<file path="src/rtl/mem_arbiter.sv">
// Memory bus arbiter between instruction fetch and data access for the RV64 core.
// Define ARB_RR_EN for round-robin arbitration; the default build uses fixed data-over-fetch priority.
module mem_arbiter #(
    parameter int AW = 64,
    parameter int DW = 64
) (
    input  logic          clk,
    input  logic          rst,
    input  logic          ireq_valid,
    input  logic [AW-1:0] ireq_addr,
    output logic          iresp_valid,
    output logic [31:0]   iresp_data,
    input  logic          dreq_valid,
    input  logic          dreq_we,
    input  logic [AW-1:0] dreq_addr,
    input  logic [2:0]    dreq_info,
    input  logic [DW-1:0] dreq_wdata,
    output logic          dresp_valid,
    output logic [DW-1:0] dresp_rdata,
    output logic          dresp_err,
    output logic          bus_valid,
    output logic          bus_we,
    output logic [AW-1:0] bus_addr,
    output logic [7:0]    bus_strb,
    output logic [DW-1:0] bus_wdata,
    input  logic          bus_ready,
    input  logic [DW-1:0] bus_rdata
);
    // state | meaning
    // IDLE  | no grant; pick a winner among pending requests
    // BUS   | bus_valid high, waiting for bus_ready
    // RESP  | one-cycle response pulse to the winner
    typedef enum logic [1:0] {S_IDLE, S_BUS, S_RESP} state_t;

    state_t          state_q, state_d;
    logic            gnt_dat_q, gnt_dat_d;
    logic            i_pend_q, i_pend_d, d_pend_q, d_pend_d;
    logic [AW-1:0]   i_addr_q, i_addr_d, d_addr_q, d_addr_d;
    logic            d_we_q, d_we_d;
    logic [2:0]      d_info_q, d_info_d;
    logic [DW-1:0]   d_wdata_q, d_wdata_d;
    logic            bus_valid_q, bus_valid_d, bus_we_q, bus_we_d;
    logic [AW-1:0]   bus_addr_q, bus_addr_d;
    logic [7:0]      bus_strb_q, bus_strb_d;
    logic [DW-1:0]   bus_wdata_q, bus_wdata_d;
    logic            iresp_valid_q, iresp_valid_d;
    logic [31:0]     iresp_data_q, iresp_data_d;
    logic            dresp_valid_q, dresp_valid_d, dresp_err_q, dresp_err_d;
    logic [DW-1:0]   dresp_rdata_q, dresp_rdata_d;
`ifdef ARB_RR_EN
    logic            last_grant_q, last_grant_d;   // 1 = data was granted last
`endif

    logic            i_take, d_take, i_pend_e, d_pend_e, pick_d, d_mis;
    logic [AW-1:0]   i_addr_e, d_addr_e;
    logic            d_we_e;
    logic [2:0]      d_info_e;
    logic [DW-1:0]   d_wdata_e, rd_sh, ld_ext;
    logic [7:0]      d_mask;
    logic            unused_addr_bits;

    assign unused_addr_bits = ^i_addr_e[1:0];

    // A fresh pulse is visible to the grant logic in its own cycle so bus_valid follows one cycle later.
    always_comb begin
        i_take    = ireq_valid && !i_pend_q && !(state_q != S_IDLE && !gnt_dat_q);
        d_take    = dreq_valid && !d_pend_q && !(state_q != S_IDLE && gnt_dat_q);
        i_pend_e  = i_pend_q | i_take;
        d_pend_e  = d_pend_q | d_take;
        i_addr_e  = i_take ? ireq_addr  : i_addr_q;
        d_addr_e  = d_take ? dreq_addr  : d_addr_q;
        d_we_e    = d_take ? dreq_we    : d_we_q;
        d_info_e  = d_take ? dreq_info  : d_info_q;
        d_wdata_e = d_take ? dreq_wdata : d_wdata_q;
        d_mask    = 8'h01;
        d_mis     = 1'b0;
        case (d_info_e[1:0])
            2'd0: begin d_mask = 8'h01; d_mis = 1'b0;             end
            2'd1: begin d_mask = 8'h03; d_mis = d_addr_e[0];      end
            2'd2: begin d_mask = 8'h0F; d_mis = |d_addr_e[1:0];   end
            default: begin d_mask = 8'hFF; d_mis = |d_addr_e[2:0]; end
        endcase
        rd_sh  = bus_rdata >> {d_addr_q[2:0], 3'b000};
        ld_ext = rd_sh;
        case (d_info_q[1:0])
            2'd0: ld_ext = d_info_q[2] ? {56'd0, rd_sh[7:0]}  : {{56{rd_sh[7]}},  rd_sh[7:0]};
            2'd1: ld_ext = d_info_q[2] ? {48'd0, rd_sh[15:0]} : {{48{rd_sh[15]}}, rd_sh[15:0]};
            2'd2: ld_ext = d_info_q[2] ? {32'd0, rd_sh[31:0]} : {{32{rd_sh[31]}}, rd_sh[31:0]};
            default: ld_ext = rd_sh;
        endcase
`ifdef ARB_RR_EN
        pick_d = d_pend_e && (!i_pend_e || !last_grant_q);
`else
        pick_d = d_pend_e;
`endif
    end

    always_comb begin
        state_d       = state_q;
        gnt_dat_d     = gnt_dat_q;
        i_pend_d      = i_pend_e;
        d_pend_d      = d_pend_e;
        i_addr_d      = i_addr_e;
        d_addr_d      = d_addr_e;
        d_we_d        = d_we_e;
        d_info_d      = d_info_e;
        d_wdata_d     = d_wdata_e;
        bus_valid_d   = bus_valid_q;
        bus_we_d      = bus_we_q;
        bus_addr_d    = bus_addr_q;
        bus_strb_d    = bus_strb_q;
        bus_wdata_d   = bus_wdata_q;
        iresp_valid_d = 1'b0;
        iresp_data_d  = iresp_data_q;
        dresp_valid_d = 1'b0;
        dresp_rdata_d = dresp_rdata_q;
        dresp_err_d   = dresp_err_q;
`ifdef ARB_RR_EN
        last_grant_d  = last_grant_q;
`endif
        case (state_q)
            S_IDLE: begin
                if (pick_d) begin
                    if (!d_mis) begin
                        state_d     = S_BUS;
                        gnt_dat_d   = 1'b1;
                        bus_valid_d = 1'b1;
                        bus_we_d    = d_we_e;
                        bus_addr_d  = {d_addr_e[AW-1:3], 3'b000};
                        bus_strb_d  = d_mask << d_addr_e[2:0];
                        bus_wdata_d = d_wdata_e << {d_addr_e[2:0], 3'b000};
`ifdef ARB_RR_EN
                        last_grant_d = 1'b1;
`endif
                    end else if (d_pend_q) begin
                        // Misaligned requests are answered from the latched copy: 2 cycles, no bus access.
                        state_d       = S_RESP;
                        gnt_dat_d     = 1'b1;
                        d_pend_d      = 1'b0;
                        dresp_valid_d = 1'b1;
                        dresp_err_d   = 1'b1;
                        dresp_rdata_d = '0;
`ifdef ARB_RR_EN
                        last_grant_d  = 1'b1;
`endif
                    end
                end else if (i_pend_e) begin
                    state_d     = S_BUS;
                    gnt_dat_d   = 1'b0;
                    bus_valid_d = 1'b1;
                    bus_we_d    = 1'b0;
                    bus_addr_d  = {i_addr_e[AW-1:3], 3'b000};
                    bus_strb_d  = i_addr_e[2] ? 8'hF0 : 8'h0F;
                    bus_wdata_d = '0;
`ifdef ARB_RR_EN
                    last_grant_d = 1'b0;
`endif
                end
            end
            S_BUS: begin
                if (bus_ready) begin
                    state_d     = S_RESP;
                    bus_valid_d = 1'b0;
                    if (gnt_dat_q) begin
                        d_pend_d      = 1'b0;
                        dresp_valid_d = 1'b1;
                        dresp_err_d   = 1'b0;
                        dresp_rdata_d = d_we_q ? '0 : ld_ext;
                    end else begin
                        i_pend_d      = 1'b0;
                        iresp_valid_d = 1'b1;
                        iresp_data_d  = i_addr_q[2] ? bus_rdata[63:32] : bus_rdata[31:0];
                    end
                end
            end
            default: state_d = S_IDLE;
        endcase
    end

    always_ff @(posedge clk) begin
        if (!rst) begin
            state_q       <= S_IDLE;
            gnt_dat_q     <= 1'b0;
            i_pend_q      <= 1'b0;
            d_pend_q      <= 1'b0;
            i_addr_q      <= '0;
            d_addr_q      <= '0;
            d_we_q        <= 1'b0;
            d_info_q      <= '0;
            d_wdata_q     <= '0;
            bus_valid_q   <= 1'b0;
            bus_we_q      <= 1'b0;
            bus_addr_q    <= '0;
            bus_strb_q    <= '0;
            bus_wdata_q   <= '0;
            iresp_valid_q <= 1'b0;
            iresp_data_q  <= '0;
            dresp_valid_q <= 1'b0;
            dresp_rdata_q <= '0;
            dresp_err_q   <= 1'b0;
`ifdef ARB_RR_EN
            last_grant_q  <= 1'b0;
`endif
        end else begin
            state_q       <= state_d;
            gnt_dat_q     <= gnt_dat_d;
            i_pend_q      <= i_pend_d;
            d_pend_q      <= d_pend_d;
            i_addr_q      <= i_addr_d;
            d_addr_q      <= d_addr_d;
            d_we_q        <= d_we_d;
            d_info_q      <= d_info_d;
            d_wdata_q     <= d_wdata_d;
            bus_valid_q   <= bus_valid_d;
            bus_we_q      <= bus_we_d;
            bus_addr_q    <= bus_addr_d;
            bus_strb_q    <= bus_strb_d;
            bus_wdata_q   <= bus_wdata_d;
            iresp_valid_q <= iresp_valid_d;
            iresp_data_q  <= iresp_data_d;
            dresp_valid_q <= dresp_valid_d;
            dresp_rdata_q <= dresp_rdata_d;
            dresp_err_q   <= dresp_err_d;
`ifdef ARB_RR_EN
            last_grant_q  <= last_grant_d;
`endif
        end
    end

    assign bus_valid   = bus_valid_q;
    assign bus_we      = bus_we_q;
    assign bus_addr    = bus_addr_q;
    assign bus_strb    = bus_strb_q;
    assign bus_wdata   = bus_wdata_q;
    assign iresp_valid = iresp_valid_q;
    assign iresp_data  = iresp_data_q;
    assign dresp_valid = dresp_valid_q;
    assign dresp_rdata = dresp_rdata_q;
    assign dresp_err   = dresp_err_q;
endmodule

</file>
<file path="config.mk">
export PLATFORM = sky130hd
export DESIGN_NAME = mem_arbiter
export DESIGN_NICKNAME = d
export VERILOG_FILES = /design/src/rtl/mem_arbiter.sv
export SDC_FILE = /design/constraint.sdc
export NUM_CORES = 1
export LEC_CHECK = 0
export ABC_AREA = 1
export CAP_MARGIN = 5
export CORE_MARGIN = 8
export CORE_UTILIZATION = 45
export DETAILED_ROUTE_END_ITERATION = 6
export MAX_ROUTING_LAYER = met4
export PLACE_DENSITY_LB_ADDON = 0.12
export SLEW_MARGIN = 20
export SYNTH_ARGS = -nofsm -noshare
export SYNTH_HDL_FRONTEND = slang
export SYNTH_SLANG_ARGS = --single-unit
</file>
<file path="constraint.sdc">
create_clock -name clk -period 1.7 [get_ports clk]
set_input_delay 0.34 -clock clk [delete_from_list [all_inputs] [get_ports clk]]
set_output_delay 0.34 -clock clk [all_outputs]
set_load 0.01 [all_outputs]
</file>
After elaboration in Yosys (flattened, before gate mapping)
Cells that the tools add are included.
{"block": "op_classes", "eq_ne": 15, "shift": 3, "mux": 67, "bitwise": 3, "n_reduce_logical": 26}
{"operator": "two-way mux 64 bit", "n": 18}
{"operator": "one-hot mux 64 bit (3 select lines)", "n": 1}
{"operator": "one-hot mux 64 bit (2 select lines)", "n": 1}
{"operator": "left shift 64 x 6 -> 64 bit", "n": 1}
{"operator": "right shift 64 x 6 -> 64 bit", "n": 1}
{"operator": "two-way mux 32 bit", "n": 1}
{"operator": "two-way mux 8 bit", "n": 4}
{"operator": "two-way mux 1 bit", "n": 29}
{"operator": "one-hot mux 8 bit (3 select lines)", "n": 1}
{"operator": "AND reduction 3 bit", "n": 5}
{"operator": "two-way mux 2 bit", "n": 6}
{"operator": "!= test 2 bit (second input constant)", "n": 6}
{"operator": "!= test 3 bit (second input constant)", "n": 3}
{"operator": "one-hot mux 1 bit (2 select lines)", "n": 4}
{"operator": "left shift 8 x 3 -> 8 bit", "n": 1}
{"operator": "equality test 2 x 1 -> 1 bit (second input constant)", "n": 3}
{"operator": "logical AND 1 bit", "n": 6}
{"operator": "logical NOT 2 bit", "n": 3}
{"operator": "AND reduction 6 bit", "n": 1}
{"operator": "nonzero test 2 bit", "n": 3}
{"operator": "logical NOT 1 bit", "n": 5}
{"operator": "equality test 2 bit (second input constant)", "n": 2}
{"operator": "!= test 4 bit (second input constant)", "n": 1}
{"operator": "one-hot mux 2 bit (2 select lines)", "n": 1}
{"operator": "other kinds (6)", "n": 7}
{"block": "totals", "ff_bits": 438, "output_inout_bits": 237}

Logic depth before layout (Yosys ltp)
{"block": "logic_depth", "depth_word": 10, "ltp_mapped": 16, "mapped_depth_nobuf": 14}

Worst setup path before layout
No wires, ideal clock.
{"block": "synth_path", "kind": "flip-flop to flip-flop", "start": "reg d_pend_q", "end": "reg bus_addr_q[60] (netlist: bus_addr[60])", "setup_ns": 0.113, "arrival_time_ns": 1.704, "required_time_ns": 1.587, "setup_slack_ns": -0.117, "path_stages_with_launch": 17, "path_buffers": 3, "synth_period_minus_slack_ns": 1.817, "path_cell_list": "dfxtp_1 > inv_2 > nand2_2 > inv_2 > nand2_4 > buf_4 > nand2_1 > nand2_2 > nand3_1 > nand2_2 > nand3_4 > nand4_4 > inv_2 > buf_6 > buf_4 > nand2_1 > nand2_1"}
{"block": "synth_via", "elab_chain_cells": 8, "word_cells_on_any_way": 17, "cone_classes": "eq/ne (3); mux (5); bitwise (1); reduce/logical (8)"}
{"element": "from (decl)", "line": "37", "source": "logic i_pend_q, i_pend_d, d_pend_q, d_pend_d;"}
{"element": "from (signal assigned)", "line": "208", "source": "d_pend_q <= d_pend_d;"}
{"element": "logical NOT 1 bit", "line": "67", "source": "d_take = dreq_valid && !d_pend_q && !(state_q != S_IDLE && gnt_dat_q);"}
{"element": "logical AND 1 bit (2 in series)", "line": "67"}
{"element": "two-way mux 2 bit / two-way mux 64 bit (equally long branches)", "line": "73, 71"}
{"element": "equality test 2 bit, or another cell as far along", "line": "77", "source": "case (d_info_e[1:0])"}
{"element": "one-hot mux 1 bit (3 select lines)", "line": "77"}
{"element": "!= test 2 bit (no line)"}
{"element": "AND reduction 3 bit (no line)"}
{"element": "to (signal assigned)", "line": "216", "source": "bus_addr_q <= bus_addr_d;"}
{"element": "to (decl)", "line": "43", "source": "logic [AW-1:0] bus_addr_q, bus_addr_d;"}
Several ways; a longest one is shown, not always the timed one. The select of a mux whose other input is x is not followed.
A chain may end at the register's enable or synchronous reset.

Worst setup path after layout
{"block": "layout_path", "start": "reg state_q[0]", "end": "reg bus_wdata_q[33] (netlist: bus_wdata[33])"}
{"block": "layout_via", "elab_chain_cells": 9, "word_cells_on_any_way": 25, "cone_classes": "eq/ne (3); shift (1); mux (6); bitwise (2); reduce/logical (13)"}
{"element": "from (decl)", "line": "35", "source": "state_t state_q, state_d;"}
{"element": "from (signal assigned)", "line": "205", "source": "state_q <= state_d;"}
{"element": "parallel branches: the longest is 9 deep, another holds two-way mux 64 bit"}
{"element": "to (signal assigned)", "line": "218", "source": "bus_wdata_q <= bus_wdata_d;"}
{"element": "to (decl)", "line": "45", "source": "logic [DW-1:0] bus_wdata_q, bus_wdata_d;"}
Parallel ways; which one is timed is not known. The select of a mux whose other input is x is not followed.

==> flow_metrics.py <==
metrics = {
    "synthesis": {
        "ys_ff_latch": 433,
        "netlist_area_mm2": 0.0207,
        "yosysWarnings": 0,
        "netlist_instances": 2947,
        "yosysUniqueCellTypes": 34,
        "avgSynthCellArea_um2": 7.04,
        "yosysSeqAreaShare_pct": 41.8,
    },
    "cts": {
        "clk_path_buf_depth": 3,
        "cts_tree": "done",
        "h-tree-depth": 2,
        "cts_sinks": 433,
        "cts_buffers": 47,
        "cts.clk_slew.worst_paths_ns": 0.06,
        "clock_latency_ns": 0.59,
        "cts-root-buf": "clkbuf_16",
        "hold_buffers": 0,
    },
    "outcome": {
        "violations": "negative setup slack",
        "status": "finished with violations",
    },
    "critical_path": {
        "crit_type": "reg2reg",
        "cp-end-kind": "flop",
        "start_kind": "flop",
        "cpMaxStageDelayCell": "dfxtp_2",
        "slowest_delay_ns": 0.33,
        "cp.required_ns": 2.21,
        "crit_arrival_ns": 2.67,
        "path_cells": "o21ai_4 -> buf_4 -> nand3b_1 -> nand2_8 -> buf_12 -> buf_8 -> nand2_1 -> a21oi_2 -> o21ai_2 -> o21ai_1",
        "cp_max_fo": 15,
    },
    "final_layout": {
        "final_nets": 3929,
        "n_fill_cell": 3798,
        "drive_gt1_share_pct": 15.8,
        "syn_to_final_growth_pct": 51.3,
    },
    "floorplan": {
        "die_x_um": 231,
        "ios": 502,
        "core_mm2": 0.0455,
        "dieArea_mm2": 0.0532,
        "rows": 78,
        "die_h_um": 231,
        "initial_core_util_pct": 45.6,
    },
    "routing": {
        "drt_iter0_drc": 2129,
        "drtAntennaViolNets": 0,
        "via_per_inst": 5.39,
        "routed_wl_mm": 86.6,
        "wl_per_cell_um": 20.1,
        "first_pass_iters": 6,
        "drc": 0,
        "vias": 23200,
    },
    "global_routing": {
        "grt_start_max_net_pins": 91,
        "grt_pass1_wl_mm": 128,
        "grt_antenna_before_repair": 6,
        "track_usage_pct": 30.9,
        "grt_pass1_vias": 22600,
        "grt_overflow": 0,
    },
    "placement": {
        "dp_slack_ns": -1.03,
        "place_hpwl_mm": 61.8,
        "portBuffers": 496,
        "place_congestion": 0.936,
    },
    "power": {
        "fin_total_pwr_mw": 43.6,
        "peakVddDrop_mv": 0.918,
        "p_per_area_mw_per_mm2": 1390,
        "p_leak_nw": 14.3,
    },
    "timing": {
        "setup_viol": 581,
        "skew_ns": 0.0192,
        "layout_min_cycle_time_ns": 2.17,
        "slew_headroom_pct": 65.0,
        "drv_slew": 0,
        "report.final.hold_viol_count": 0,
        "finalHoldWorstSlack_ns": 0.0459,
        "fin_ws_ns": -0.467,
        "finalCritPeriodShare_pct": 127,
        "fmax_mhz": 461,
        "rsz0062_at_grt": "yes",
        "tightest_slew_ns": 0.525,
    },
    "min_path": {
        "hold_class": "in2reg",
    },
    "job": {
        "maxCapViolations": 0,
    },
}
## cells in the mapped netlist
library cell | n | area share (%)
nor2_2 | 2 | 0.060
nor3_1 | 1 | 0.024
or2_2 | 2 | 0.060
buf_2 | 66 | 1.6
a22oi_1 | 1 | 0.036
conb_1 | 1 | 0.018
o22ai_1 | 2 | 0.060
o21ai_1 | 11 | 0.27
o21a_1 | 3 | 0.11
nand3b_1 | 11 | 0.40
nand4_1 | 9 | 0.27
nand2_4 | 1 | 0.054
nor2_1 | 304 | 5.5
inv_1 | 93 | 1.7
nand3_4 | 1 | 0.085
mux2i_1 | 193 | 9.3
nand2_1 | 852 | 15
o21ai_4 | 1 | 0.078
inv_2 | 9 | 0.16
o211ai_1 | 12 | 0.43
a21oi_1 | 108 | 2.6
o31ai_1 | 1 | 0.036
nand2_2 | 6 | 0.18
buf_1 | 17 | 0.31
buf_4 | 21 | 0.76
o21ai_0 | 261 | 6.3
dfxtp_1 | 433 | 42
nand3_1 | 395 | 9.5
nor2_4 | 1 | 0.054
clkbuf_1 | 114 | 2.1
nand4_4 | 1 | 0.10
buf_6 | 8 | 0.43
clkinv_1 | 4 | 0.072
nand3_2 | 2 | 0.097
## placed cells by master, fill, tap and decap left out, types with 5 or more instances in the layout
| cell | n |
|---|---|
| clkinv_2 | 5 |
| inv_1 | 90 |
| o21ai_0 | 208 |
| buf_12 | 42 |
| clkdlybuf4s50_1 | 493 |
| o21ai_2 | 13 |
| buf_4 | 314 |
| inv_2 | 6 |
| nand3_1 | 380 |
| o21ai_1 | 51 |
| dfxtp_2 | 6 |
| nand3b_1 | 11 |
| nor2_1 | 290 |
| a21oi_2 | 5 |
| nand4_1 | 9 |
| mux2i_1 | 191 |
| a21oi_1 | 103 |
| buf_16 | 7 |
| clkbuf_1 | 17 |
| nand3_2 | 15 |
| buf_6 | 18 |
| nor2_2 | 12 |
| dfxtp_1 | 426 |
| diode_2 | 6 |
| nor2_4 | 5 |
| nand2_2 | 28 |
| clkbuf_8 | 7 |
| nand2_1 | 817 |
| clkbuf_16 | 61 |
| o211ai_1 | 12 |
| nand2_4 | 11 |
## through the flow
| stage | cell area, um2 | cells | setup TNS [ns] | util (%) |
|---|---|---|---|---|
| floorplan | 20900 | 2949 | -5.34 | - |
| global placement | 28600 | 4172 | -256.29 | 63.0 |
| global route | 31400 | 4306 | -167.25 | 69.0 |
| CTS | 30700 | 4280 | -122.36 | 67.5 |
| detailed placement | 28600 | 4172 | -276.17 | 63.0 |
| finish | 31400 | 4306 | -126.17 | 69.0 |
## registers in the layout, indices dropped and copies added, names as in the netlist, 2 cells and up
signal,cells
bus_addr,61
bus_strb,8
bus_wdata,64
d_addr_q,64
d_info_q,3
d_wdata_q,64
dresp_rdata,64
i_addr_q,62
iresp_data,32
state_q,2
## cell families after synthesis
logic type / share of synthesized area, %
AOI/OAI and AO/OA: 9.93
buffers and inverters: 7.08
DFF: 41.8
muxes: 9.32
other: 0.0181
and+or+nand+nor: 31.9
## area by class of cell
| cell class | instances | area (um2) | area share (%) |
|---|---|---|---|
| multi-input cells | 2184 | 11000 | 35.1 |
| repair buffers | 892 | 8940 | 28.5 |
| flip-flops and latches | 433 | 8680 | 27.7 |
| clock buffers | 71 | 1340 | 4.26 |
| well taps | 600 | 751 | 2.39 |
| inverters | 106 | 430 | 1.37 |
| clock inverters | 14 | 205 | 0.654 |
| diodes | 6 | 15.0 | 0.0479 |
## final timing paths
path | startpoint | end | slack, ns | cells past startpoint
hold reg to reg | bus_valid | bus_valid | 0.45 | 2
setup reg to reg | state_q[0] | bus_wdata[33] | -0.47 | 10
hold / removal | rst | dresp_err | 0.05 | 3
setup / recovery | state_q[0] | bus_wdata[33] | -0.47 | 10
## layer usage
metal / vias up / track usage, % / share of wire [%]
met5: - / - / 0
met4: 0 / 14.0 / 4.9
met3: 214 / 5.68 / 6.9
met2: 995 / 52.1 / 49
met1: 10900 / 35.6 / 40
li1: 11100 / - / -
## worst max-delay path: cells and delay by family (launching register included)
family	cells	cell delay (ns)
AND/OR/NAND/NOR	3	0.52
buffers and inverters	3	0.52
flip-flops	1	0.33
AO/OA/AOI/OAI	4	0.72
## repair_timing
item | 4_1_cts | 5_1_grt
pin swaps | 15 | 18
cloned | 5 | 16
gates resized for setup | 91 | 99
hold endpoints to repair | 0 | 0
setup buffers | 19 | 4
endpoints found under the setup margin | 572 | 594
## power breakdown
part,switching [mW],internal (mW)
Sequential,1.00,11.9
Combinational,10.9,9.36
Clock,4.33,6.06
Total,16.3,27.3
(Power assumes the default switching activity.)
